<file path="config.mk">
export PLATFORM = sky130hd
export DESIGN_NAME = cam_pattern_tx
export DESIGN_NICKNAME = d
export VERILOG_FILES = /design/src/rtl/cam_pattern_tx.sv
export SDC_FILE = /design/constraint.sdc
export NUM_CORES = 1
export LEC_CHECK = 0
export ABC_AREA = 1
export BUFFER_PORTS_ARGS = -buffer_cell sky130_fd_sc_hd__buf_4
export CAP_MARGIN = 20
export CORE_ASPECT_RATIO = 1.5
export CORE_MARGIN = 3
export CORE_UTILIZATION = 55
export DETAILED_ROUTE_END_ITERATION = 10
export PLACE_DENSITY_LB_ADDON = 0.12
export SYNTH_ARGS = -nofsm -noshare
export SYNTH_HDL_FRONTEND = slang
export SYNTH_SLANG_ARGS = --single-unit
export TNS_END_PERCENT = 20
</file>
<file path="constraint.sdc">
create_clock -name pclk -period 2.4 [get_ports pclk]
set_clock_uncertainty 0.1 [all_clocks]
set_input_delay 0.12 -clock pclk [delete_from_list [all_inputs] [get_ports pclk]]
set_output_delay 0.12 -clock pclk [all_outputs]
set_load 0.02 [all_outputs]
</file>
<file path="src/rtl/cam_pattern_tx.sv">
// rtl/cam_pattern_tx.sv - synthetic OV7670-style RGB565 test-pattern transmitter
// Counters hold the state of the byte being shown; outputs are registered from next-state values.
module cam_pattern_tx #(
  parameter int H_ACTIVE   = 160,
  parameter int V_ACTIVE   = 120,
  parameter int H_BLANK    = 16,
  parameter int VSYNC_CYC  = 32,
  parameter int VFRONT_CYC = 64,
  parameter int VBACK_CYC  = 64
) (
  input  logic        pclk,
  input  logic        rst_n,
  input  logic        enable,
  input  logic [1:0]  pattern_sel,
  input  logic [15:0] solid_rgb,
  output logic        vsync,
  output logic        href,
  output logic [7:0]  d,
  output logic        frame_done,
  output logic [7:0]  frame_cnt
);

  localparam logic [2:0] IDLE   = 3'd0;
  localparam logic [2:0] VSYNC  = 3'd1;
  localparam logic [2:0] VFRONT = 3'd2;
  localparam logic [2:0] LINE   = 3'd3;
  localparam logic [2:0] HBLANK = 3'd4;
  localparam logic [2:0] VBACK  = 3'd5;

  localparam logic [15:0] VSYNC_LAST  = 16'(VSYNC_CYC - 1);
  localparam logic [15:0] VFRONT_LAST = 16'(VFRONT_CYC - 1);
  localparam logic [15:0] LINE_LAST   = 16'(2 * H_ACTIVE - 1);
  localparam logic [15:0] HBLANK_LAST = 16'(H_BLANK - 1);
  localparam logic [15:0] VBACK_LAST  = 16'(VBACK_CYC - 1);
  localparam logic [15:0] Y_LAST      = 16'(V_ACTIVE - 1);
  localparam logic [15:0] BAR_LAST    = 16'(H_ACTIVE / 8 - 1);

  logic [2:0]  state_q, state_d;
  logic [15:0] cnt_q, cnt_d;
  logic [15:0] x_q, x_d;
  logic [15:0] y_q, y_d;
  logic        phase_q, phase_d;
  logic [2:0]  bar_q, bar_d;
  logic [15:0] bar_cnt_q, bar_cnt_d;
  logic [1:0]  pat_q, pat_d;
  logic [15:0] solid_q, solid_d;
  logic [4:0]  ramp_b_q, ramp_b_d;
  logic [7:0]  frame_cnt_q, frame_cnt_d;
  logic        vsync_q, href_q, frame_done_q;
  logic [7:0]  d_q, byte_d;
  logic [15:0] pix;

  always_comb begin
    state_d     = state_q;
    cnt_d       = cnt_q + 16'd1;
    y_d         = y_q;
    pat_d       = pat_q;
    solid_d     = solid_q;
    ramp_b_d    = ramp_b_q;
    frame_cnt_d = frame_cnt_q;
    // Outside LINE the horizontal counters sit at zero, so every line starts clean.
    x_d         = 16'd0;
    phase_d     = 1'b0;
    bar_d       = 3'd0;
    bar_cnt_d   = 16'd0;

    case (state_q)
      IDLE: begin
        cnt_d = 16'd0;
        if (enable) begin
          state_d  = VSYNC;
          pat_d    = pattern_sel;
          solid_d  = solid_rgb;
          ramp_b_d = frame_cnt_q[4:0];
        end
      end
      VSYNC: begin
        if (cnt_q == VSYNC_LAST) begin
          state_d = VFRONT;
          cnt_d   = 16'd0;
        end
      end
      VFRONT: begin
        if (cnt_q == VFRONT_LAST) begin
          state_d = LINE;
          cnt_d   = 16'd0;
          y_d     = 16'd0;
        end
      end
      LINE: begin
        phase_d   = ~phase_q;
        x_d       = x_q;
        bar_d     = bar_q;
        bar_cnt_d = bar_cnt_q;
        if (phase_q) begin
          x_d = x_q + 16'd1;
          if (bar_cnt_q == BAR_LAST) begin
            bar_cnt_d = 16'd0;
            bar_d     = bar_q + 3'd1;
          end else begin
            bar_cnt_d = bar_cnt_q + 16'd1;
          end
        end
        if (cnt_q == LINE_LAST) begin
          state_d = HBLANK;
          cnt_d   = 16'd0;
        end
      end
      HBLANK: begin
        if (cnt_q == HBLANK_LAST) begin
          cnt_d = 16'd0;
          if (y_q < Y_LAST) begin
            y_d     = y_q + 16'd1;
            state_d = LINE;
          end else begin
            state_d = VBACK;
          end
        end
      end
      VBACK: begin
        if (cnt_q == VBACK_LAST) begin
          cnt_d       = 16'd0;
          frame_cnt_d = frame_cnt_q + 8'd1;
          if (enable) begin
            state_d  = VSYNC;
            pat_d    = pattern_sel;
            solid_d  = solid_rgb;
            ramp_b_d = frame_cnt_d[4:0];
          end else begin
            state_d = IDLE;
          end
        end
      end
      default: begin
        state_d = IDLE;
        cnt_d   = 16'd0;
      end
    endcase
  end

  always_comb begin
    pix = 16'h0000;
    case (pat_d)
      2'd0:    pix = {{5{bar_d[2]}}, {6{bar_d[1]}}, {5{bar_d[0]}}};
      2'd1:    pix = {x_d[4:0], y_d[5:0], ramp_b_d};
      2'd2:    pix = solid_d;
      default: pix = (x_d[3] ^ y_d[3]) ? 16'hFFFF : 16'h0000;
    endcase
    byte_d = phase_d ? pix[7:0] : pix[15:8];
  end

  always_ff @(posedge pclk or negedge rst_n) begin
    if (!rst_n) begin
      state_q      <= IDLE;
      cnt_q        <= 16'd0;
      x_q          <= 16'd0;
      y_q          <= 16'd0;
      phase_q      <= 1'b0;
      bar_q        <= 3'd0;
      bar_cnt_q    <= 16'd0;
      pat_q        <= 2'd0;
      solid_q      <= 16'd0;
      ramp_b_q     <= 5'd0;
      frame_cnt_q  <= 8'd0;
      vsync_q      <= 1'b0;
      href_q       <= 1'b0;
      d_q          <= 8'h00;
      frame_done_q <= 1'b0;
    end else begin
      state_q      <= state_d;
      cnt_q        <= cnt_d;
      x_q          <= x_d;
      y_q          <= y_d;
      phase_q      <= phase_d;
      bar_q        <= bar_d;
      bar_cnt_q    <= bar_cnt_d;
      pat_q        <= pat_d;
      solid_q      <= solid_d;
      ramp_b_q     <= ramp_b_d;
      frame_cnt_q  <= frame_cnt_d;
      vsync_q      <= (state_d == VSYNC);
      href_q       <= (state_d == LINE);
      d_q          <= (state_d == LINE) ? byte_d : 8'h00;
      frame_done_q <= (state_d == VBACK) && (cnt_d == VBACK_LAST);
    end
  end

  assign vsync      = vsync_q;
  assign href       = href_q;
  assign d          = d_q;
  assign frame_done = frame_done_q;
  assign frame_cnt  = frame_cnt_q;

endmodule

</file>
==> key figures, run 1 <==
Run status
  – Result of the run: finished, final reports clean

Critical path
  – Crit path arrival time: approximately 2.4 ns
  – Path type of the worst setup path: reg -> reg
  – Nature of the critical path startpoint: flip-flop
  – Largest driver fanout on the critical path: 8
  – Element type at the critical path end: flip-flop
  – Worst reg2reg setup slack: 0.12 ns
  – Length in cells of the worst reg-to-reg path: 11
  – Required time at the worst-slack endpoint: 2.52 ns
  – R2R Path Start: cnt_q[8]
  – Endpoint of the most critical register-to-register path: d[4]

Route
  – Ratio of routed vias to standard cells: 5.515
  – Routed vias: 4919
  – Detailed-router iteration count before antenna repair: 5
  – Remaining antenna violation count after routing: 0
  – Violation count after the first detailed-route iteration: 274
  – DRC: 0
  – Mean routed wirelength per cell: 14.80 um
  – Final routed wirelength across all metal layers: ~13000 um

Timing
  – Max Slew Vio Count: 0
  – Actual slew at the worst max-slew pin: 0.5005 ns
  – Final Hold Violating Endpoints: 0
  – Minimum period implied by the final worst setup slack: 2.281 ns
  – Share of the clock period used by the worst path: 0.9502
  – Maximum clock rate: 0.4385 GHz
  – RSZ-0062 raised after global routing: true
  – Worst hold-check slack: 0.03666 ns
  – Headroom to the max-slew limit: 0.6632
  – Endpoints failing setup: 0

Logic synthesis
  – Synthesized area: 5569 um2
  – Mean cell area of the mapped netlist: 8.002 um2
  – Flip-flop and latch count after synthesis: 102
  – Ys Warns: 0
  – Top FF cell, synth: sky130_fd_sc_hd__dfrtp_1
  – Sequential element share of the synthesized area: 0.4583
  – Number of library cell types mapped by synthesis: 44
  – Count of mapped cells out of synthesis: between 600 and 700
  – Number of synthesized flops with an enable pin: 0
  – Syn nets: 723
  – Asr flop ratio synth: 1.000

Clocking
  – Maximum count of clock buffers along a single path: 2
  – H-tree lvl count: 3
  – Root Buffer Master: sky130_fd_sc_hd__clkbuf_16
  – Clock latency on the worst-skew pair: between 0.3 and 0.4 ns
  – CTS tree: yes
  – Total clock buffers created by CTS: 9
  – Clock slew at reported path FFs: 0.07 ns
  – Sinks on the clock net: roughly 100

Global routing
  – Total GRT Usage: 0.2391
  – First-pass GRT wire length: between 20000 and 25000 um
  – Largest net degree at the start of global routing: 58
  – Vias in the first global route: a little under 5000
  – Number of antenna violations at the first check in global routing: 0
  – GRT Residual Overflow: 0

Power
  – Peak ir drop on the vdd network: 0.3875 mV
  – Overall power after layout: 3.521 mW
  – Power Density: 529.6 nW/um2
  – Leakage component of the power: 3.189 nW

Finish
  – Nets: approximately 800
  – Layout filler cell count: 791
  – Ant diodes: 0
  – Fraction of final layout cells with drive strength greater than 1: 0.1737
  – Layout area overhead: 19.37%

Floorplan
  – Die extent in x: 88.16 um
  – IO Pins: 40
  – Std-Cell Rows: 44
  – Starting utilization of the core area: 0.5683
  – Floorplan die area: 11390 um2
  – Die boundary height: around 130 um
  – Core Region: 9799 um2

Worst hold path
  – Hold Path Origin: solid_rgb[11]
  – Hold Path End: solid_q[11]
  – Hold WC Path Type: in -> reg
  – Hold Path Depth: 3

Placement
  – Detailed placement HPWL: 9705 um
  – Gp weighted congestion: 0.8817
  – Number of buffer cells added on primary ports: 39

Run
  – Max-cap violations: 0
## cells by family (layout without fill, tap and decap cells)
group,count (synthesis),count (layout),synth area share
simple gates,384,385,0.3339
buf+inv,102,182,0.07526
compound gates,77,77,0.07774
fa+ha+maj,6,6,0.01348
flops,102,102,0.4583
mux,3,3,0.005392
xor+xnor,22,22,0.03595
## critical path, stage by stage, from the launching register on
cell,delay [ns]
sky130_fd_sc_hd__dfrtp_1,0.45
sky130_fd_sc_hd__nor2_1,0.12
sky130_fd_sc_hd__nand2_1,0.09
sky130_fd_sc_hd__nor2_4,0.23
sky130_fd_sc_hd__nand4_2,0.20
sky130_fd_sc_hd__nor2_4,0.24
sky130_fd_sc_hd__nand2_2,0.07
sky130_fd_sc_hd__nand2_2,0.06
sky130_fd_sc_hd__nand2_2,0.08
sky130_fd_sc_hd__xor2_2,0.17
sky130_fd_sc_hd__o21ai_4,0.28
sky130_fd_sc_hd__a21oi_1,0.08
## where the power goes
part           switching [mW]  total, mW  internal [mW]
Combinational          0.0655      0.115         0.0491
Clock                   0.654       1.68           1.02
Sequential            0.00246       1.73           1.73
Total                   0.722       3.52           2.80
## Yosys cell counts (7+ instances only)
cell                      count  area (um2)
sky130_fd_sc_hd__o21ai_1     18       90.09
sky130_fd_sc_hd__o21ai_0     18       90.09
sky130_fd_sc_hd__nor3_1      21       105.1
sky130_fd_sc_hd__nand2_2      7       43.79
sky130_fd_sc_hd__dfrtp_1    102        2552
sky130_fd_sc_hd__a21oi_1     26       130.1
sky130_fd_sc_hd__inv_1       82       307.8
sky130_fd_sc_hd__nand4_1     17       106.4
sky130_fd_sc_hd__nand3_1     60       300.3
sky130_fd_sc_hd__nor2_1      69       259.0
sky130_fd_sc_hd__inv_2        8       30.03
sky130_fd_sc_hd__xor2_1      16       140.1
sky130_fd_sc_hd__nand2_1    170       638.1
## flip-flops by register name, indices dropped and copies added, names as in the netlist, 3 cells and up
| name | cells |
|---|---|
| bar_cnt_q | 16 |
| cnt_q | 16 |
| solid_q | 16 |
| y_q | 16 |
| d | 8 |
| frame_cnt | 8 |
| ramp_b_q | 5 |
| x_q | 5 |
| bar_q | 3 |
| state_q | 3 |
## cells in the final DEF (no fill, tap or decap), types with 3 or more instances in the layout
cell type,count
sky130_fd_sc_hd__nor2_1,68
sky130_fd_sc_hd__nand3_1,58
sky130_fd_sc_hd__nand4_1,17
sky130_fd_sc_hd__o21ai_0,18
sky130_fd_sc_hd__nor2_2,7
sky130_fd_sc_hd__nand3_4,4
sky130_fd_sc_hd__nor3_2,4
sky130_fd_sc_hd__dlygate4sd3_1,13
sky130_fd_sc_hd__clkbuf_16,9
sky130_fd_sc_hd__nand2_4,5
sky130_fd_sc_hd__nor4_1,4
sky130_fd_sc_hd__xnor2_1,5
sky130_fd_sc_hd__nor3_1,20
sky130_fd_sc_hd__dfrtp_1,102
sky130_fd_sc_hd__bufinv_16,3
sky130_fd_sc_hd__mux2i_1,3
sky130_fd_sc_hd__nor2_4,5
sky130_fd_sc_hd__nand2_2,6
sky130_fd_sc_hd__nand2_1,170
sky130_fd_sc_hd__a21oi_1,25
sky130_fd_sc_hd__ha_1,5
sky130_fd_sc_hd__nor2_8,3
sky130_fd_sc_hd__o21ai_1,17
sky130_fd_sc_hd__inv_2,8
sky130_fd_sc_hd__xor2_1,16
sky130_fd_sc_hd__nand3_2,5
sky130_fd_sc_hd__buf_4,60
sky130_fd_sc_hd__a31oi_1,3
sky130_fd_sc_hd__inv_1,82
## worst max path at each step
stage | startpoint | to | slack (ns) | cells past startpoint
after detailed placement | cnt_q[0] | d[3] | 0.04 | 14
final | cnt_q[8] | d[4] | 0.12 | 11
after global routing | cnt_q[10] | d[7] | -0.05 | 11
after CTS | cnt_q[0] | d[3] | 0.03 | 14
after global placement | cnt_q[0] | d[3] | 0.11 | 14
after floorplan | cnt_q[0] | d[0] | 0.34 | 11
## per-layer routing
metal,GRT usage,vias to the layer above,share of wire
li1,-,2414,-
met4,0.1094,0,0.038
met2,0.4227,109,0.52
met1,0.2788,2364,0.41
met3,0.03944,32,0.036
met5,0,-,0
## cell type report
cell class	instances	area (um2)	area share
sequential	102	2552	0.3840
multi-input combinational	493	2650	0.3986
clock buffer	9	225.2	0.03388
timing repair buffer	75	611.8	0.09204
clock inverter	7	120.1	0.01807
tap	115	143.9	0.02165
inverter	91	344.1	0.05176
## per-stage QoR
stage	cell area, um2	setup WS (ns)	utilization	instances	setup TNS [ns]
floorplan	5569	0.3408	-	696	0
finish	6648	0.1194	0.6784	892	0
global route	6648	-0.05131	0.6784	892	-0.2919
CTS	6501	0.02734	0.6634	879	0
global placement	6026	0.1132	0.6149	850	0
detailed placement	6026	0.03513	0.6149	850	0
## repair_timing
item	CTS	global route
hold endpoints to repair	114	0
resized for setup	0	11
hold buffers	13	0
setup buffers	0	12
setup endpoints to repair	0	9
(Power assumes the default switching activity.)
==> run 2, diff against run 1 <==
Settings changed: RECOVER_POWER set to 50, SETUP_SLACK_MARGIN set to 0.05.
==> run 2 against run 1 <==
Wire length up 0.34%. Sequential share of layout area is 0.21 points lower. Clock power is essentially flat. Global-route usage about the same. Via count is 0.69% lower. Largest cell class unchanged.
==> key figures, run 2 (synthesized netlist as in run 1, its figures left out) <==
Run status
  – Result of the run: finished, final reports clean

Placement
  – Gp weighted congestion: slightly below 0.9
  – Detailed placement HPWL: 9705 um
  – Number of buffer cells added on primary ports: 39

Route
  – Ratio of routed vias to standard cells: 5.446
  – Mean routed wirelength per cell: 14.76 um
  – Violation count after the first detailed-route iteration: 260
  – Remaining antenna violation count after routing: 0
  – Final routed wirelength across all metal layers: 13240 um
  – DRC: 0
  – Detailed-router iteration count before antenna repair: 4
  – Routed vias: 4885

Critical path
  – Critical path buffers and inverters: 1
  – Nature of the critical path startpoint: flip-flop
  – Crit path largest cell delay: 0.41 ns
  – Dominant delay contributor by cell family on the critical path: simple AND/OR/NAND/NOR gates
  – Largest driver fanout on the critical path: 8
  – Top cell by count, worst path: sky130_fd_sc_hd__nand2_2
  – Crit path arrival time: 2.34 ns
  – Critical path launch point: cnt_q[10]
  – Cell breakdown of the critical path: nor2_2, nand2_1, nor2_4, buf_12, nand4_4, nor2_4, nand2_2, nand2_2, nand2_2, xor2_2, o21ai_4, a21oi_1
  – R2R Path Start: cnt_q[10]
  – Required time at the worst-slack endpoint: 2.52 ns
  – Path type of the worst setup path: reg -> reg
  – Element type at the critical path end: flip-flop
  – Cell type of the slowest stage on the worst timing path: sky130_fd_sc_hd__dfrtp_1

Power
  – Reg power frac: 0.493
  – Internal portion of total power: 2.795 mW
  – Switching share of power: 0.2037
  – Clk pwr share: 0.476
  – Fraction of power consumed by combinational cells: 0.031
  – Leakage component of the power: 3.173 nW
  – Peak ir drop on the vdd network: 0.3874 mV
  – NetSw: 715.2 uW
  – Power Density: about 520 nW/um2

Run
  – Max-cap violations: 0

Timing
  – Endpoints failing setup: 0
  – RSZ-0062 raised after global routing: true
  – Share of the clock period used by the worst path: 0.9240
  – Maximum clock rate: 0.4509 GHz
  – Final Hold Violating Endpoints: 0
  – Worst hold-check slack: 0.03994 ns
  – Actual slew at the worst max-slew pin: approximately 0.96 ns
  – Minimum period implied by the final worst setup slack: 2.218 ns
  – Aggregate negative setup slack: 0 ns
  – Headroom to the max-slew limit: 0.3578
  – Max Slew Vio Count: 0

Clocking
  – CTS tree: yes
  – Sinks on the clock net: just over 100
  – Total clock buffers created by CTS: 9
  – Clock latency on the worst-skew pair: 0.35 ns
  – Clock slew at reported path FFs: 0.07 ns
  – Root Buffer Master: sky130_fd_sc_hd__clkbuf_16
  – H-tree lvl count: 3
  – Maximum count of clock buffers along a single path: 2

Floorplan
  – IO Pins: 40
  – Floorplan die area: 11390 um2
  – Std-Cell Rows: between 40 and 50
  – Starting utilization of the core area: 0.5683
  – Core Region: 9799 um2
  – Die extent in x: 88.16 um
  – Die boundary height: 129.2 um

Finish
  – Ant diodes: 0
  – Layout area overhead: 20.09%
  – Final core utilization: 0.6825
  – Nets: 804
  – Top library cells by usage in the layout, fill and taps aside: sky130_fd_sc_hd__nand2_1, sky130_fd_sc_hd__dfrtp_1, sky130_fd_sc_hd__inv_1, sky130_fd_sc_hd__nor2_1, sky130_fd_sc_hd__nand3_1
  – Fraction of final layout cells with drive strength greater than 1: 0.1739
  – Most common cell after layout, fill and taps aside: sky130_fd_sc_hd__nand2_1

Global routing
  – Total GRT Usage: 0.2394
  – Largest net degree at the start of global routing: 58
  – Vias in the first global route: 4809
  – GRT Residual Overflow: 0
  – First-pass GRT wire length: 21520 um
  – Number of antenna violations at the first check in global routing: 0

Worst hold path
  – Hold Path Origin: solid_rgb[11]
  – Hold WC Path Type: in -> reg
[run 2: cell types whose count changed in the layout (fill, tap and decap cells not counted), moves of 2 or more]
cell,previous run,this run
sky130_fd_sc_hd__clkbuf_1,0,10
sky130_fd_sc_hd__buf_4,60,53
sky130_fd_sc_hd__nor3_1,20,18
sky130_fd_sc_hd__nor3_2,4,6
sky130_fd_sc_hd__o21ai_0,18,16
sky130_fd_sc_hd__o21ai_1,17,19
[run 2: timing repair]
| action | 4_1_cts | 5_1_grt |
|---|---|---|
| resized for setup | 1 | 21 |
| pin swaps | 0 | 6 |
| setup buffers | 0 | 17 |
| setup endpoints to repair | 2 | 9 |
| endpoints found under the hold margin | 114 | 0 |
| hold buffers | 13 | 0 |
| gates cloned | 0 | 1 |
[run 2: routing by layer]
metal / vias to the layer above / global-route usage / routed length (um)
met5: - / 0 / 0
met3: 30 / 0.03944 / 439
met1: 2341 / 0.2784 / 5436
met2: 95 / 0.4240 / 6880
met4: 0 / 0.1094 / 487
li1: 2419 / - / -
[run 2: final timing paths]
| check | slack, ns | endpoint | depth (start not counted) |
|---|---|---|---|
| setup reg to reg | 0.18 | d[4] | 12 |
| hold reg to reg | 0.37 | y_q[15] | 2 |
| hold / removal | 0.04 | solid_q[11] | 3 |
| max in group asynchronous | 0.43 | bar_cnt_q[1] | 3 |
| min in group asynchronous | 0.34 | solid_q[15] | 2 |
| setup / recovery | 0.18 | d[4] | 12 |
[run 2: power groups by stage]
stage / clock, mW / combinational, mW / sequential, mW
CTS: 1.70 / 0.116 / 1.73
floorplan: 0 / 0.0257 / 1.76
detailed placement: 0 / 0.0980 / 1.76
finish: 1.67 / 0.110 / 1.73
global route: 1.76 / 0.124 / 1.73
global placement: 0 / 0.0961 / 1.76
[run 2: per-stage QoR]
step / worst slack [ns] / std cells / area (um2) / total power [mW]
floorplan: 0.3408 / 696 / 5569 / 1.788
global placement: 0.1132 / 850 / 6026 / 1.859
detailed placement: 0.03513 / 850 / 6026 / 1.861
CTS: 0.06045 / 879 / 6509 / 3.541
global route: 0.01174 / 897 / 6688 / 3.617
finish: 0.1825 / 897 / 6688 / 3.511
[run 2: cell type report]
class                      count  area [um2]
clock buffer                   9       225.2
inverter                      91       344.1
fill                         801        3112
timing repair buffer          80       609.3
multi-input combinational    493        2691
tap                          115       143.9
sequential                   102        2554
clock inverter                 7       120.1
[run 2: worst register-to-register path, stage by stage, from the launching register on]
cell and delay, ns:
sky130_fd_sc_hd__dfrtp_1 0.41, sky130_fd_sc_hd__nor2_2 0.14, sky130_fd_sc_hd__nand2_1 0.09, sky130_fd_sc_hd__nor2_4 0.15, sky130_fd_sc_hd__buf_12 0.13, sky130_fd_sc_hd__nand4_4 0.11, sky130_fd_sc_hd__nor2_4 0.22, sky130_fd_sc_hd__nand2_2 0.07
sky130_fd_sc_hd__nand2_2 0.06, sky130_fd_sc_hd__nand2_2 0.07, sky130_fd_sc_hd__xor2_2 0.17, sky130_fd_sc_hd__o21ai_4 0.28, sky130_fd_sc_hd__a21oi_1 0.08
==> run 3, diff against run 2 <==
--- a/config.mk
+++ b/config.mk
@@ -11,3 +11,2 @@
 export CORE_ASPECT_RATIO = 1.5
-export CORE_MARGIN = 3
 export CORE_UTILIZATION = 55
==> constraint.sdc (replaced) <==
create_clock -name pclk -period 2.4 [get_ports pclk]
set_clock_uncertainty 0.1 [all_clocks]
set_input_delay 0.24 -clock pclk [delete_from_list [all_inputs] [get_ports pclk]]
set_output_delay 0.24 -clock pclk [all_outputs]
set_load 0.02 [all_outputs]
==> run 3 against run 2 <==
The flow now finishes with violations (design-rule violations). Register-to-register slack worse by 0.05 ns. Wire length shrank 1.1%. Utilization fell by 1.5 points. Global-route usage grew 2.6 points. Via count down 0.43%.
==> key figures, run 3 (synthesized netlist as in run 1, its figures left out) <==
Run status
  – Result of the run: finished with violations
  – Failing checks: design-rule violations

Worst hold path
  – Hold Path Origin: solid_rgb[12]
  – Hold Path End: solid_q[12]
  – Hold WC Path Type: in -> reg
  – Hold Path Depth: 3

Placement
  – Detailed placement HPWL: 9675 um
  – Cell area reported after detailed placement: approximately 6100 um2
  – Gp weighted congestion: between 0.8 and 0.9
  – Number of buffer cells added on primary ports: 39

Global routing
  – Largest net degree at the start of global routing: 46
  – Total GRT Usage: 0.2651
  – First-pass GRT wire length: 22110 um
  – GRT Residual Overflow: 0
  – Number of antenna violations at the first check in global routing: 0
  – Vias in the first global route: around 4700

Finish
  – Layout filler cell count: 791
  – Register area: 2554 um2
  – Most common cell after layout, fill and taps aside: sky130_fd_sc_hd__nand2_1
  – Layout area overhead: 16.72%
  – Fraction of final layout cells with drive strength greater than 1: 0.1756
  – Total area of multi-input combinational cells: 2711 um2
  – Non-Filler Cell Area, Final: between 6000 and 7000 um2
  – Top library cells by usage in the layout, fill and taps aside: sky130_fd_sc_hd__nand2_1, sky130_fd_sc_hd__dfrtp_1, sky130_fd_sc_hd__inv_1, sky130_fd_sc_hd__nor2_1, sky130_fd_sc_hd__nand3_1
  – Ant diodes: 0
  – Nets: between 700 and 800

Route
  – Violation count after the first detailed-route iteration: 237
  – Ratio of routed vias to standard cells: between 5 and 6
  – Detailed-router iteration count before antenna repair: 7
  – Mean routed wirelength per cell: 14.82 um
  – DRC: 2
  – Routed vias: 4864
  – Remaining antenna violation count after routing: 0
  – Final routed wirelength across all metal layers: ~13000 um

Timing
  – Maximum clock rate: 0.4409 GHz
  – Actual slew at the worst max-slew pin: 0.8327 ns
  – Max Slew Vio Count: 0
  – RSZ-0062 raised after global routing: true
  – Endpoints failing setup: 0
  – Final Hold Violating Endpoints: 0
  – Headroom to the max-slew limit: 0.4448
  – Share of the clock period used by the worst path: 0.9451
  – Minimum period implied by the final worst setup slack: between 2 and 2.5 ns
  – Worst hold-check slack: 0.06584 ns

Critical path
  – Path type of the worst setup path: reg -> reg
  – Cell type of the slowest stage on the worst timing path: sky130_fd_sc_hd__dfrtp_1
  – Crit path arrival time: approximately 2.4 ns
  – R2R Path Start: cnt_q[0]
  – Crit path largest cell delay: roughly 0.42 ns
  – Critical path buffers and inverters: 2
  – Critical path launch point: cnt_q[0]
  – Required time at the worst-slack endpoint: roughly 2.5 ns
  – Dominant delay contributor by cell family on the critical path: simple AND/OR/NAND/NOR gates
  – Length in cells of the worst reg-to-reg path: 14
  – Worst reg2reg setup slack: between 0.1 and 0.15 ns
  – Endpoint of the most critical register-to-register path: d[1]
  – Nature of the critical path startpoint: flip-flop
  – Top cell by count, worst path: sky130_fd_sc_hd__nand2_1
  – Element type at the critical path end: flip-flop
  – Cell breakdown of the critical path: ha_4, nand3_4, nor2_8, nand2_4, buf_4, buf_4, nand2_1, nand2_1, nand2_1, nand3_1, nand3_1, nand4_1, nand2_1, a21oi_1
  – Largest driver fanout on the critical path: 7

Clocking
  – Root Buffer Master: sky130_fd_sc_hd__clkbuf_16
  – CTS tree: yes
  – Clock latency on the worst-skew pair: 0.35 ns
  – Total clock buffers created by CTS: 9
  – Maximum count of clock buffers along a single path: 2
  – H-tree lvl count: 3
  – Clock slew at reported path FFs: 0.07 ns
  – Sinks on the clock net: 102

Floorplan
  – Core Region: 9744 um2
  – Floorplan die area: 10540 um2
  – Starting utilization of the core area: 0.5715
  – IO Pins: 40
  – Die boundary height: between 100 and 150 um
  – Std-Cell Rows: 44
  – Die extent in x: approximately 84 um

Power
  – Power Density: 496.9 nW/um2
  – Overall power after layout: 3.230 mW
  – Peak ir drop on the vdd network: 0.3485 mV
  – Leakage component of the power: 3.071 nW

Run
  – Max-cap violations: 0
[run 3: area by class of cell]
type	count	share of cell area
clock buffer	9	0.03465
clock inverter	7	0.008470
inverter	91	0.05332
multi-input combinational	493	0.4171
sequential	102	0.3929
tap	115	0.02214
timing repair buffer	67	0.07141
[run 3: routing by layer]
layer,up-vias,wire (um),global-route usage,share of wire
met4,0,515,0.1237,0.039
li1,2403,-,-,-
met2,103,6886,0.4677,0.53
met1,2316,5351,0.3195,0.41
met3,42,347,0.03432,0.026
met5,-,0,0,0
[run 3: how the worst max path moves through the flow]
stage,depth (start not counted),to
after global placement,11,frame_done
after detailed placement,11,frame_done
after floorplan,11,d[0]
after global routing,12,d[6]
after CTS,12,d[3]
final,14,d[1]
[run 3: worst reg2reg max path, stage by stage, from the launching register on]
cell and delay, ns:
sky130_fd_sc_hd__dfrtp_1 0.42, sky130_fd_sc_hd__ha_4 0.18, sky130_fd_sc_hd__nand3_4 0.14, sky130_fd_sc_hd__nor2_8 0.18
sky130_fd_sc_hd__nand2_4 0.12, sky130_fd_sc_hd__buf_4 0.16, sky130_fd_sc_hd__buf_4 0.13, sky130_fd_sc_hd__nand2_1 0.05
sky130_fd_sc_hd__nand2_1 0.04, sky130_fd_sc_hd__nand2_1 0.07, sky130_fd_sc_hd__nand3_1 0.16, sky130_fd_sc_hd__nand3_1 0.15
sky130_fd_sc_hd__nand4_1 0.11, sky130_fd_sc_hd__nand2_1 0.09, sky130_fd_sc_hd__a21oi_1 0.05
[run 3: per-stage QoR]
step / TNS, ns / instances / setup slack [ns] / util
2_1_floorplan: 0 / 696 / 0.3408 / -
3_3_place_gp: -0.03141 / 856 / -0.03141 / 0.6230
3_5_place_dp: -0.06100 / 856 / -0.06100 / 0.6230
4_1_cts: 0 / 873 / 0.03772 / 0.6534
5_1_grt: 0 / 884 / 0.01348 / 0.6671
6_report: 0 / 884 / 0.1319 / 0.6671
[run 3: power breakdown]
| part | total (mW) | switching [mW] | internal, mW |
|---|---|---|---|
| registers | 1.73 | 0.00300 | 1.73 |
| logic | 0.0935 | 0.0598 | 0.0337 |
| clock network | 1.41 | 0.688 | 0.719 |
| total | 3.23 | 0.751 | 2.48 |
[run 3: timing repair]
action / 4_1_cts / 5_1_grt
buffers inserted: 0 / 10
hold buffers: 1 / 0
pin swaps: 0 / 10
cloned: 0 / 1
resized for setup: 1 / 24
setup endpoints to repair: 3 / 9
hold endpoints to repair: 33 / 0
